<file path="config.mk">
export PLATFORM = sky130hd
export DESIGN_NAME = llc_msg_out_queue
export DESIGN_NICKNAME = d
export VERILOG_FILES = /design/src/rtl/llc_msg_out_queue_pkg.sv /design/src/rtl/llc_msgq_fifo.sv /design/src/rtl/llc_msg_out_queue.sv
export SDC_FILE = /design/constraint.sdc
export NUM_CORES = 1
export LEC_CHECK = 0
export BUFFER_PORTS_ARGS = -buffer_cell sky130_fd_sc_hd__buf_2
export CAP_MARGIN = 20
export CORE_ASPECT_RATIO = 0.6
export CORE_MARGIN = 1.5
export CORE_UTILIZATION = 45
export CTS_CLUSTER_SIZE = 12
export DETAILED_ROUTE_END_ITERATION = 16
export GPL_ROUTABILITY_DRIVEN = 1
export SLEW_MARGIN = 20
export SYNTH_ARGS = -nofsm -noshare
export SYNTH_HDL_FRONTEND = slang
export SYNTH_HIERARCHICAL = 1
export SYNTH_SLANG_ARGS = --single-unit
export TNS_END_PERCENT = 1
</file>
<file path="constraint.sdc">
create_clock -name clk -period 3.3 [get_ports clk]
set_input_delay 0 -clock clk [delete_from_list [all_inputs] [get_ports clk]]
set_output_delay 0 -clock clk [all_outputs]
set_load 0.005 [all_outputs]
</file>
<file path="src/rtl/llc_msg_out_queue_pkg.sv">
// Shared types for the LLC outbound message queue: packed response message,
// its width, default queue geometry and the arbiter lock state.
package llc_msg_out_queue_pkg;

    typedef struct packed {
        logic [3:0]  coh_msg;
        logic [3:0]  req_id;
        logic [1:0]  word_offset;
        logic [21:0] addr;
        logic [31:0] line;
    } llc_rsp_out_t;

    localparam int unsigned LLC_RSP_OUT_W   = $bits(llc_rsp_out_t);
    localparam int unsigned LLC_MSGQ_NUM_CH = 2;
    localparam int unsigned LLC_MSGQ_DEPTH  = 4;

    typedef enum logic {
        ARB_FREE = 1'b0,
        ARB_HOLD = 1'b1
    } arb_state_e;

endpackage

</file>
<file path="src/rtl/llc_msgq_fifo.sv">
// Single-channel message FIFO with occupancy count; DEPTH need not be a power of two.
module llc_msgq_fifo
    import llc_msg_out_queue_pkg::*;
#(
    parameter  int unsigned DEPTH = LLC_MSGQ_DEPTH,
    parameter  int unsigned MSG_W = LLC_RSP_OUT_W,
    localparam int unsigned CNT_W = $clog2(DEPTH + 1)
) (
    input  logic             clk,
    input  logic             rst_n,
    input  logic             push_i,
    input  logic             pop_i,
    input  logic [MSG_W-1:0] wdata_i,
    output logic [MSG_W-1:0] head_o,
    output logic [CNT_W-1:0] count_o
);

    localparam int unsigned PTR_W = (DEPTH > 1) ? $clog2(DEPTH) : 1;

    logic [MSG_W-1:0] mem_q [DEPTH];
    logic [PTR_W-1:0] wr_ptr_q, wr_ptr_d;
    logic [PTR_W-1:0] rd_ptr_q, rd_ptr_d;
    logic [CNT_W-1:0] cnt_q, cnt_d;
    logic             do_push;
    logic             do_pop;

    // Full FIFO refuses a push even when popped the same cycle.
    assign do_push = push_i && (cnt_q != CNT_W'(DEPTH));
    assign do_pop  = pop_i && (cnt_q != '0);

    always_comb begin
        wr_ptr_d = wr_ptr_q;
        rd_ptr_d = rd_ptr_q;
        cnt_d    = cnt_q;
        if (do_push) begin
            wr_ptr_d = (wr_ptr_q == PTR_W'(DEPTH - 1)) ? '0 : wr_ptr_q + PTR_W'(1);
        end
        if (do_pop) begin
            rd_ptr_d = (rd_ptr_q == PTR_W'(DEPTH - 1)) ? '0 : rd_ptr_q + PTR_W'(1);
        end
        case ({do_push, do_pop})
            2'b10:   cnt_d = cnt_q + CNT_W'(1);
            2'b01:   cnt_d = cnt_q - CNT_W'(1);
            default: cnt_d = cnt_q;
        endcase
    end

    always_ff @(posedge clk or negedge rst_n) begin
        if (!rst_n) begin
            wr_ptr_q <= '0;
            rd_ptr_q <= '0;
            cnt_q    <= '0;
        end else begin
            wr_ptr_q <= wr_ptr_d;
            rd_ptr_q <= rd_ptr_d;
            cnt_q    <= cnt_d;
        end
    end

    // Storage is not reset; the top masks the head whenever nothing is valid.
    always_ff @(posedge clk) begin
        if (do_push) begin
            mem_q[wr_ptr_q] <= wdata_i;
        end
    end

    assign head_o  = mem_q[rd_ptr_q];
    assign count_o = cnt_q;

endmodule

</file>
<file path="src/rtl/llc_msg_out_queue.sv">
// Per-channel LLC message queues merged onto one network port by a locking round-robin arbiter.
// Define LLC_MSGQ_STRICT_PRIO_EN to give channel 0 strict priority over the others.
module llc_msg_out_queue
    import llc_msg_out_queue_pkg::*;
#(
    parameter  int unsigned NUM_CH = LLC_MSGQ_NUM_CH,
    parameter  int unsigned DEPTH  = LLC_MSGQ_DEPTH,
    parameter  int unsigned MSG_W  = LLC_RSP_OUT_W,
    localparam int unsigned CNT_W  = $clog2(DEPTH + 1),
    localparam int unsigned CH_W   = (NUM_CH > 1) ? $clog2(NUM_CH) : 1
) (
    input  logic                    clk,
    input  logic                    rst,
    input  logic [NUM_CH-1:0]       in_valid,
    output logic [NUM_CH-1:0]       in_ready,
    input  logic [NUM_CH*MSG_W-1:0] in_data,
    output logic                    out_valid,
    input  logic                    out_ready,
    output logic [MSG_W-1:0]        out_data,
    output logic [CH_W-1:0]         out_ch,
    output logic [NUM_CH*CNT_W-1:0] occ
);

`ifdef LLC_MSGQ_STRICT_PRIO_EN
    localparam bit STRICT_PRIO = 1'b1;
`else
    localparam bit STRICT_PRIO = 1'b0;
`endif

    arb_state_e       state_q, state_d;
    logic [CH_W-1:0]  last_pop_q, last_pop_d;
    logic [CH_W-1:0]  hold_ch_q, hold_ch_d;
    logic [CH_W-1:0]  pick_ch;
    logic [CH_W-1:0]  grant_ch;
    logic             pick_found;
    int unsigned      idx;
    logic             fire;
    logic [NUM_CH-1:0] nonempty;
    logic [NUM_CH-1:0] pop;
    logic [MSG_W-1:0] head [NUM_CH];
    logic [CNT_W-1:0] cnt  [NUM_CH];

    for (genvar g = 0; g < NUM_CH; g++) begin : g_ch
        llc_msgq_fifo #(
            .DEPTH (DEPTH),
            .MSG_W (MSG_W)
        ) u_fifo (
            .clk     (clk),
            .rst_n   (rst),
            .push_i  (in_valid[g] && in_ready[g]),
            .pop_i   (pop[g]),
            .wdata_i (in_data[g*MSG_W +: MSG_W]),
            .head_o  (head[g]),
            .count_o (cnt[g])
        );

        assign in_ready[g]               = (cnt[g] != CNT_W'(DEPTH));
        assign nonempty[g]               = (cnt[g] != '0);
        assign pop[g]                    = fire && (grant_ch == CH_W'(g));
        assign occ[g*CNT_W +: CNT_W]     = cnt[g];
    end

    // Round-robin search starting after the last popped channel.
    always_comb begin
        pick_ch    = '0;
        pick_found = 1'b0;
        idx        = 0;
        if (STRICT_PRIO && nonempty[0]) begin
            pick_found = 1'b1;
        end
        for (int unsigned k = 0; k < NUM_CH; k++) begin
            idx = 32'(last_pop_q) + 32'd1 + k;
            if (idx >= NUM_CH) begin
                idx = idx - NUM_CH;
            end
            if (!pick_found && nonempty[CH_W'(idx)] && !(STRICT_PRIO && (idx == 0))) begin
                pick_found = 1'b1;
                pick_ch    = CH_W'(idx);
            end
        end
    end

    always_ff @(posedge clk or negedge rst) begin
        if (!rst) begin
            state_q <= ARB_FREE;
        end else begin
            state_q <= state_d;
        end
    end

    // Lock the grant while the network stalls an offered message.
    always_comb begin
        state_d = ARB_FREE;
        if (out_valid && !out_ready) begin
            state_d = ARB_HOLD;
        end
    end

    always_comb begin
        grant_ch   = pick_ch;
        if (state_q == ARB_HOLD) begin
            grant_ch = hold_ch_q;
        end
        out_valid  = |nonempty;
        fire       = out_valid && out_ready;
        out_ch     = grant_ch;
        out_data   = out_valid ? head[grant_ch] : '0;
        hold_ch_d  = grant_ch;
        last_pop_d = fire ? grant_ch : last_pop_q;
    end

    always_ff @(posedge clk or negedge rst) begin
        if (!rst) begin
            hold_ch_q  <= '0;
            last_pop_q <= CH_W'(NUM_CH - 1);
        end else begin
            hold_ch_q  <= hold_ch_d;
            last_pop_q <= last_pop_d;
        end
    end

endmodule

</file>
==> run_results.csv, run 1 <==
group,metric,value,unit
status,status,"completed",
floorplanning,coreArea,46200,um2
cts,cts-resized-gates,0,
critical_path,r2r_start,"g_ch[0].u_fifo/count_o[2]$_DFFE_PN0P_",
place,preCtsSetupSlack,518,ps
routing,first_pass_iters,5,
cts,path_clk_slew,60,ps
critical_path,worstPathRequired,3300,ps
worst_hold_path,min_to,"g_ch[0].u_fifo/wr_ptr_q[1]$_DFFE_PN0P_",
place,gp_congestion,0.809,
place,io_buffers,206,
grt,grt_max_degree,91,
power,p_int,15400,uW
routing,wl,47.8,mm
critical_path,ff2ff_path_depth,11,
worst_hold_path,min_path_cells,6,
routing,drc,0,
grt,gr-usage-all-layers,0.203,
power,p_sw,7230,uW
yosys,synth-seq-cells,529,
floorplanning,die_h,170,um
critical_path,crit_type,"flip-flop to output port",
floorplanning,rows,61,
cts,hold_buffers,132,
yosys,synth_nets,1142,
sta,fmax,334,MHz
floorplanning,die_width,282,um
power,ir_drop,795,uV
critical_path,cp-end-kind,"output port",
layout,drive_above_1_share,0.320,
yosys,yosysWarnings,6,
yosys,ys_types,30,
sta,rsz0062_at_grt,"false",
power,pwr-share-comb,0.344,
layout,layoutNonFillerInstCount,2028,
place,hpwl,29.2,mm
sta,final-setup-viol-count,0,
power,power.density,881,nW/um2
cts,post_cts_buffers,0,
sta,hold_viol_final,0,
grt,gr-total-overflow,0,
power,p_seq_frac,0.419,
grt,grt_first_pass_wirelength,72.0,mm
sta,skew,24.6,ps
routing,vias,10900,
cts,clk_latency,580,ps
sta,fin_ws,310,ps
sta,drv_slew,0,
yosys,syn_inst,995,
sta,fin_crit_sh,0.906,
sta,min_period,2990,ps
power,pwr-share-clk,0.238,
sta,setup_tns,0,ps
layout,finalNetCount,1500,
yosys,yosysSeqAreaShare,0.753,
power,p_sw_frac,0.319,
routing,via_per_inst,5.36,
floorplanning,io_pins,207,
cts,clock_path_buffers,3,
layout,fillers,3594,
floorplanning,floorplan.initialDensity,0.454,
worst_hold_path,min-delay-start,"in_valid[0]",
cts,clock-sinks,529,
critical_path,rrSetupSlack,470,ps
grt,first_global_vias,11300,
cts,numCtsBuffers,51,
floorplanning,die_area,48000,um2
yosys,syn_avg_cell_area,21.1,um2
worst_hold_path,hold_class,"primary input to flip-flop",
yosys,synthesis.area,21000,um2
routing,wl_per_cell,23.6,um
critical_path,critPathLaunchType,"flip-flop",
cts,root_buffer,"clkbuf_16",
yosys,async_reset_ff_frac,0.0321,
routing,ant_nets,0,
sta,max_slew.worst_pin.slew,999,ps
critical_path,reg2reg_to,"g_ch[1].u_fifo/count_o[2]$_DFFE_PN0P_",
yosys,ys.flop_type,"edfxtp_1",
yosys,synth-edff-count,512,
place,dp_cells,1798,
routing,first_iter_violations,1001,
cts,htree_levels,2,
sta,holdWs,133,ps
job,max_cap_violations,0,
critical_path,path_max_fanout,67,
layout,area_growth,22.5,%
grt,antenna_found_initial,3,
critical_path,arrival,2990,ps
power,p_leak,0.00885,uW
sta,max-slew-margin-rel,0.334,
cts,cts_tree,"yes",
-- worst max path at each step --
| stage | start | end | slack (ps) |
|---|---|---|---|
| global route | g_ch[0].u_fifo/count_o[2]$_DFFE_PN0P_ | out_data[32] | 210 |
| detailed placement | g_ch[0].u_fifo/count_o[2]$_DFFE_PN0P_ | g_ch[1].u_fifo/count_o[2]$_DFFE_PN0P_ | 520 |
| floorplan | g_ch[1].u_fifo/count_o[0]$_DFFE_PN0P_ | g_ch[1].u_fifo/mem_q[1][0]$_DFFE_PP_ | 250 |
| CTS | g_ch[0].u_fifo/count_o[2]$_DFFE_PN0P_ | out_data[32] | 310 |
| finish | g_ch[0].u_fifo/count_o[2]$_DFFE_PN0P_ | out_data[32] | 310 |
| global placement | g_ch[0].u_fifo/count_o[2]$_DFFE_PN0P_ | g_ch[1].u_fifo/count_o[2]$_DFFE_PN0P_ | 510 |
-- placed cells by master (no fill, tap or decap), types with 2 or more instances in the layout --
cell / n
buf_4: 17
a31oi_1: 2
o21ai_0: 128
nor3_1: 2
and2_4: 8
inv_1: 17
mux4_2: 128
dlygate4sd3_1: 132
diode_2: 2
o31ai_1: 2
ha_1: 12
mux2i_1: 66
buf_12: 14
edfxtp_1: 512
clkbuf_8: 2
inv_6: 2
dfrtp_1: 12
xor2_1: 4
nor2_1: 7
clkbuf_1: 37
or3_4: 2
buf_2: 206
a21o_1: 2
xnor2_1: 2
clkbuf_16: 51
clkinv_2: 2
dfrtp_2: 2
dfrtp_4: 2
and2_1: 2
nor2b_1: 2
mux2_2: 7
nand2_1: 2
fa_1: 2
-- metal layers --
| metal | global-route usage | up-vias | wire (um) |
|---|---|---|---|
| li1 | - | 4830 | - |
| met1 | 0.308 | 5683 | 22600 |
| met2 | 0.300 | 298 | 21500 |
| met3 | 0.0498 | 59 | 3070 |
| met4 | 0.0397 | 0 | 707 |
| met5 | 0 | - | 0 |
-- power groups by stage --
stage / clock (uW) / sequential [uW] / combinational [uW]
3_5_place_dp: 0 / 9640 / 7760
2_1_floorplan: 0 / 9370 / 5040
3_3_place_gp: 0 / 9580 / 7750
6_report: 5380 / 9480 / 7780
4_1_cts: 5520 / 9500 / 7920
5_1_grt: 5800 / 9620 / 8430
-- kinds of logic after synthesis --
kind of cell | Yosys count | synth area share
buffers and inverters | 81 | 0.0213
and+or+nand+nor | 28 | 0.00716
xor gates and xnor gates | 6 | 0.00251
AOI/OAI and AO/OA | 136 | 0.0341
DFF | 529 | 0.753
muxes | 201 | 0.173
adders and majority gates | 14 | 0.00907
-- state kept, by name, summed over array words and instances (netlist names) --
name                  flops
g_ch.u_fifo/count_o       6
g_ch.u_fifo/rd_ptr_q      4
g_ch.u_fifo/mem_q       512
hold_ch_q                 1
state_q                   1
last_pop_q                1
g_ch.u_fifo/wr_ptr_q      4
-- critical path, stage by stage, from the launching register on --
cell and delay (ps):
dfrtp_1 440, or3_4 460, a311oi_4 390, buf_12 500, mux2i_1 410, buf_2 180
-- layout make-up --
| cell class | count | area (um2) | area share |
|---|---|---|---|
| Antenna cell | 2 | 5.00 | 0.000195 |
| Clock buffer | 90 | 1440 | 0.0561 |
| Clock inverter | 6 | 73.8 | 0.00287 |
| Inverter | 17 | 63.8 | 0.00248 |
| Multi-Input combinational cell | 385 | 4760 | 0.185 |
| Sequential cell | 529 | 15800 | 0.615 |
| Tap cell | 630 | 788 | 0.0307 |
| Timing Repair Buffer | 369 | 2760 | 0.107 |
-- metrics by stage --
stage / util / power (uW) / area, um2
detailed placement: 0.495 / 17400 / 22900
finish: 0.557 / 22600 / 25700
floorplan: - / 14400 / 21000
global placement: 0.495 / 17300 / 22900
CTS: 0.557 / 22900 / 25700
global route: 0.557 / 23800 / 25700
-- Yosys cell counts (4+ instances only) --
master    instances  area (um2)
buf_2            12        60.1
and2_1           10        62.6
mux4_2          128        2880
mux2_2            7        78.8
buf_4             8        60.1
edfxtp_1        512       15400
clkbuf_1         31         116
buf_6            13         146
mux2i_1          66         661
nor2_1            7        26.3
xor2_1            4        35.0
inv_1            17        63.8
dfrtp_1          16         400
ha_1             12         150
o21ai_0         128         641
No activity file was read; power rests on OpenSTA's default activity.
==> run 2, diff against run 1 <==
CTS_BUF_LIST = sky130_fd_sc_hd__clkbuf_4   (was unset)
PLACE_DENSITY = 0.63   (was unset)
==> run 2 against run 1 <==
First-iteration DRC count fell by 15%; cell count grew 13%; register-to-register slack lost 60 ps; via count grew 9.5%; sequential power is 0.9% higher; critical endpoint is now out_data[11].
==> run_results.csv, run 2 (synthesized netlist as in run 1, its figures left out) <==
group,metric,value,unit
layout,design_area,27100,um2
grt,busiest_layer,"met2",
grt,antenna_found_initial,3,
critical_path,worstPathRequired,3300,ps
floorplanning,coreArea,46200,um2
sta,hold_viol_final,0,
floorplanning,die_width,282,um
layout,finalNetCount,1699,
routing,ant_nets,0,
cts,cts_tree,"yes",
job,max_cap_violations,0,
routing,first_iter_violations,855,
sta,min_period,3180,ps
sta,fmax,315,MHz
grt,use_met3,0.0533,
sta,drv_slew,0,
floorplanning,die_h,170,um
layout,finalCoreUtilization,0.588,
sta,rsz0062_at_grt,"true",
layout,top_register,"g_ch.u_fifo/mem_q",
sta,final-setup-viol-count,0,
layout,layoutNonFillerInstCount,2285,
place,hpwl,29.4,mm
place,dp_cells,1798,
place,gp_congestion,0.777,
grt,grt_max_degree,101,
layout,largest_reg_flops,512,
power,p_leak,0.00964,uW
routing,first_pass_iters,5,
grt,use_met2,0.309,
status,status,"completed",
sta,setup_tns,0,ps
power,power.density,835,nW/um2
cts,post_cts_buffers,0,
layout,area_growth,29.3,%
routing,wl_per_cell,21.3,um
cts,clock-sinks,529,
cts,clk_latency,860,ps
critical_path,crit_path_max_incr_delay,530,ps
cts,numCtsBuffers,120,
layout,layout_common_cells,"edfxtp_1, dlygate4sd3_1, buf_2",
floorplanning,rows,61,
routing,wl,48.7,mm
critical_path,arrival,3180,ps
routing,vias,11900,
sta,max_slew.worst_pin.slew,875,ps
sta,skew,74.5,ps
critical_path,path_max_fanout,20,
floorplanning,die_area,48000,um2
layout,fillers,3494,
critical_path,cp_cell_sequence,"or3_4 > a311oi_4 > buf_4 > mux2i_1 > buf_2",
power,ir_drop,601,uV
grt,gr-total-overflow,0,
grt,grt_first_pass_wirelength,73.5,mm
cts,clock_path_buffers,3,
place,preCtsSetupSlack,467,ps
floorplanning,io_pins,207,
grt,use_met1,0.297,
critical_path,critPathLaunchType,"flip-flop",
place,postPlaceCellArea,22800,um2
sta,fin_ws,123,ps
sta,fin_crit_sh,0.963,
critical_path,crit_type,"flip-flop to output port",
cts,root_buffer,"clkbuf_4",
place,io_buffers,206,
cts,path_clk_slew,70,ps
critical_path,slowest_stage,"or3_4",
grt,first_global_vias,12300,
routing,via_per_inst,5.21,
critical_path,cp-end-kind,"output port",
sta,max-slew-margin-rel,0.415,
layout,drive_above_1_share,0.357,
layout,final_common_cell,"edfxtp_1",
floorplanning,floorplan.initialDensity,0.454,
routing,drc,0,
grt,gr-usage-all-layers,0.206,
cts,htree_levels,3,
worst_hold_path,hold_class,"primary input to flip-flop",
-- run 2: metrics by stage --
step           hold slack [ps]  total power, uW
2_1_floorplan             -296            14400
3_3_place_gp             -38.1            17200
3_5_place_dp             -31.0            17300
4_1_cts                   73.6            22900
5_1_grt                    109            23900
6_report                   187            22600
-- run 2: worst paths after layout --
check                      slack [ps]                                   from                                endpoint  cells past startpoint
setup / recovery                  120  g_ch[0].u_fifo/count_o[2]$_DFFE_PN0P_                            out_data[11]                      5
hold / removal                    190                              out_ready                  last_pop_q$_DFFE_PN1P_                      4
setup reg to reg                  410  g_ch[0].u_fifo/count_o[2]$_DFFE_PN0P_   g_ch[1].u_fifo/count_o[2]$_DFFE_PN0P_                     11
hold reg to reg                   580  g_ch[0].u_fifo/count_o[2]$_DFFE_PN0P_   g_ch[0].u_fifo/count_o[2]$_DFFE_PN0P_                      1
max in group asynchronous        2250                                    rst  g_ch[0].u_fifo/rd_ptr_q[0]$_DFFE_PN0P_                      3
min in group asynchronous         360                                    rst   g_ch[1].u_fifo/count_o[2]$_DFFE_PN0P_                      3
-- run 2: power by group --
group / internal [uW] / switching [uW]
clock: 2770 / 2530
combinational: 3620 / 4160
sequential: 8910 / 657
total: 15300 / 7350
-- run 2: final cells by class --
cell class | count | area [um2] | share of cell area
Clock buffer | 188 | 1410 | 0.0520
Timing Repair Buffer | 499 | 4060 | 0.149
Sequential cell | 529 | 15800 | 0.583
Inverter | 17 | 63.8 | 0.00235
Tap cell | 630 | 788 | 0.0291
Multi-Input combinational cell | 385 | 4770 | 0.176
Antenna cell | 3 | 7.51 | 0.000277
Clock inverter | 34 | 223 | 0.00821
-- run 2: critical path: cells and delay by family (launching register included) --
kind / cells / cell delay (ps)
flip-flops: 1 / 450
AND/OR/NAND/NOR: 1 / 530
multiplexers: 1 / 370
buffers and inverters: 2 / 600
AO/OA/AOI/OAI: 1 / 440
-- run 2: routing by layer --
metal | share of wire | vias to the layer above
met5 | 0 | -
li1 | - | 5329
met1 | 0.45 | 6116
met3 | 0.063 | 63
met2 | 0.47 | 392
met4 | 0.018 | 0
-- run 2: timing repair --
action / 4_1_cts / 5_1_grt
hold buffers: 262 / 0
setup endpoints to repair: 49 / 9
pin swaps: 0 / 0
gates resized for setup: 4 / 3
endpoints found under the hold margin: 547 / 0
==> run 3, diff against run 2 <==
clock period = 4.1 ns   (was 3.3 ns; I/O delays follow)
==> run 3 against run 2 <==
Clock power is 21% lower; core utilization shrank 0.35 points; critical path depth rose by 1; global-route usage rose by 0.93 points; largest cell class unchanged; sequential power is 17% lower; total power shrank 20%; highest routed layer is now met5; flip-flop and latch count is the same; design area shrank 0.60%; worst hold slack gained 61 ps; count of clock-buffer cells in the layout increased by 1; non-clock buffer count shrank 10; register-to-register slack improved by 730 ps.
==> run_results.csv, run 3 (synthesized netlist as in run 1, its figures left out) <==
group,metric,value,unit
critical_path,reg2reg_to,"g_ch[1].u_fifo/count_o[2]$_DFFE_PN0P_",
critical_path,r2r_start,"g_ch[0].u_fifo/count_o[2]$_DFFE_PN0P_",
grt,gr-total-overflow,0,
sta,skew,73.1,ps
layout,largest_reg_flops,512,
floorplanning,io_pins,207,
status,status,"completed",
job,max_cap_violations,0,
worst_hold_path,min-delay-start,"out_ready",
layout,area_growth,28.6,%
floorplanning,die_width,282,um
place,gp_congestion,0.744,
grt,antenna_found_initial,5,
sta,min_period,3810,ps
grt,grt_first_pass_wirelength,76.3,mm
floorplanning,coreArea,46200,um2
layout,multi_input_area,4760,um2
layout,top_register,"g_ch.u_fifo/mem_q",
sta,max-slew-margin-rel,0.261,
critical_path,cp_cell_sequence,"or3_4 > a311oi_4 > buf_4 > buf_4 > mux2i_1 > buf_2",
power,power,18100,uW
sta,drv_slew,0,
layout,finalNetCount,1690,
floorplanning,rows,61,
grt,grt_max_degree,87,
place,postPlaceCellArea,22600,um2
sta,final-setup-viol-count,0,
routing,wl,50.4,mm
critical_path,cpLargestDelayFamily,"buffers and inverters",
worst_hold_path,min_to,"last_pop_q$_DFFE_PN1P_",
sta,hold_viol_final,0,
power,p_leak,0.00955,uW
cts,clock_path_buffers,3,
routing,wl_per_cell,22.1,um
critical_path,path_max_fanout,45,
routing,drc,0,
critical_path,arrival,3810,ps
cts,clock-sinks,529,
critical_path,slowest_stage,"buf_4",
sta,fmax,262,MHz
floorplanning,die_h,170,um
routing,first_iter_violations,989,
critical_path,crit_path_max_incr_delay,740,ps
routing,first_pass_iters,5,
routing,ant_nets,0,
sta,rsz0062_at_grt,"false",
place,io_buffers,206,
critical_path,path_buf_inv,3,
critical_path,rrSetupSlack,1140,ps
sta,max_slew.worst_pin.slew,1110,ps
routing,via_per_inst,5.24,
cts,clk_latency,870,ps
sta,fin_crit_sh,0.930,
critical_path,ff2ff_path_depth,12,
worst_hold_path,hold_class,"primary input to flip-flop",
layout,layout_common_cells,"edfxtp_1, dlygate4sd3_1, buf_2",
critical_path,path_common_cell,"buf_4",
cts,root_buffer,"clkbuf_4",
layout,final_common_cell,"edfxtp_1",
layout,drive_above_1_share,0.349,
floorplanning,floorplan.initialDensity,0.454,
critical_path,cp-end-kind,"output port",
sta,setup_tns,0,ps
critical_path,critPathLaunchType,"flip-flop",
power,power.density,672,nW/um2
cts,htree_levels,3,
grt,gr-usage-all-layers,0.216,
cts,path_clk_slew,80,ps
place,hpwl,29.0,mm
grt,first_global_vias,12700,
floorplanning,die_area,48000,um2
critical_path,worstPathRequired,4100,ps
routing,vias,11900,
critical_path,crit_type,"flip-flop to output port",
power,ir_drop,451,uV
cts,cts_tree,"yes",
layout,design_area,27000,um2
worst_hold_path,min_path_cells,4,
cts,numCtsBuffers,121,
layout,fillers,3576,
layout,seqCellArea,15800,um2
cts,post_cts_buffers,0,
## run 3: how the worst max path moves through the flow
stage / startpoint / endpoint / slack, ps / cells past startpoint
after floorplan: g_ch[1].u_fifo/count_o[0]$_DFFE_PN0P_ / g_ch[1].u_fifo/mem_q[0][0]$_DFFE_PP_ / 1050 / 6
after global placement: g_ch[0].u_fifo/count_o[2]$_DFFE_PN0P_ / out_data[0] / 1250 / 6
after detailed placement: g_ch[0].u_fifo/count_o[2]$_DFFE_PN0P_ / out_data[0] / 1180 / 6
after CTS: g_ch[0].u_fifo/count_o[2]$_DFFE_PN0P_ / out_data[0] / 240 / 6
after global routing: g_ch[0].u_fifo/count_o[2]$_DFFE_PN0P_ / out_data[0] / 60 / 6
final: g_ch[0].u_fifo/count_o[2]$_DFFE_PN0P_ / out_data[0] / 290 / 6
## run 3: report_power, final
part / leakage [uW] / total [uW] / internal, uW / switching, uW
Clock: 0.000952 / 4200 / 2210 / 2000
Sequential: 0.00487 / 7920 / 7170 / 745
Combinational: 0.00372 / 5990 / 2830 / 3160
## run 3: timing repair
item / in CTS / in global routing
endpoints found under the hold margin: 543 / 0
gates resized for setup: 0 / 0
hold buffers: 263 / 0
## run 3: stage by stage
stage,cells,util,setup slack (ps),hold slack (ps)
floorplan,995,-,1050,-296
global placement,1784,0.491,1250,-37.5
detailed placement,1784,0.491,1180,-43.5
CTS,2266,0.582,236,169
global route,2275,0.584,56.4,158
finish,2277,0.584,286,248
## run 3: layer usage
metal	up-vias	track usage	routed length [um]
met3	66	0.0585	3270
met2	379	0.327	23300
met5	-	0	13
met1	6189	0.307	23000
li1	5304	-	-
met4	2	0.0636	790
## run 3: tightest hold or removal path: cells and delay by family
kind,cells,cell delay (ps)
compound gates,1,130
buf+inv,2,760
mux,1,180
## run 3: area by class of cell
cell class | count | share of cell area
inverter | 17 | 0.00237
antenna | 8 | 0.000742
timing repair buffer | 489 | 0.146
clock buffer | 189 | 0.0526
sequential | 529 | 0.586
clock inverter | 30 | 0.00645
multi-input combinational | 385 | 0.176
tap | 630 | 0.0292
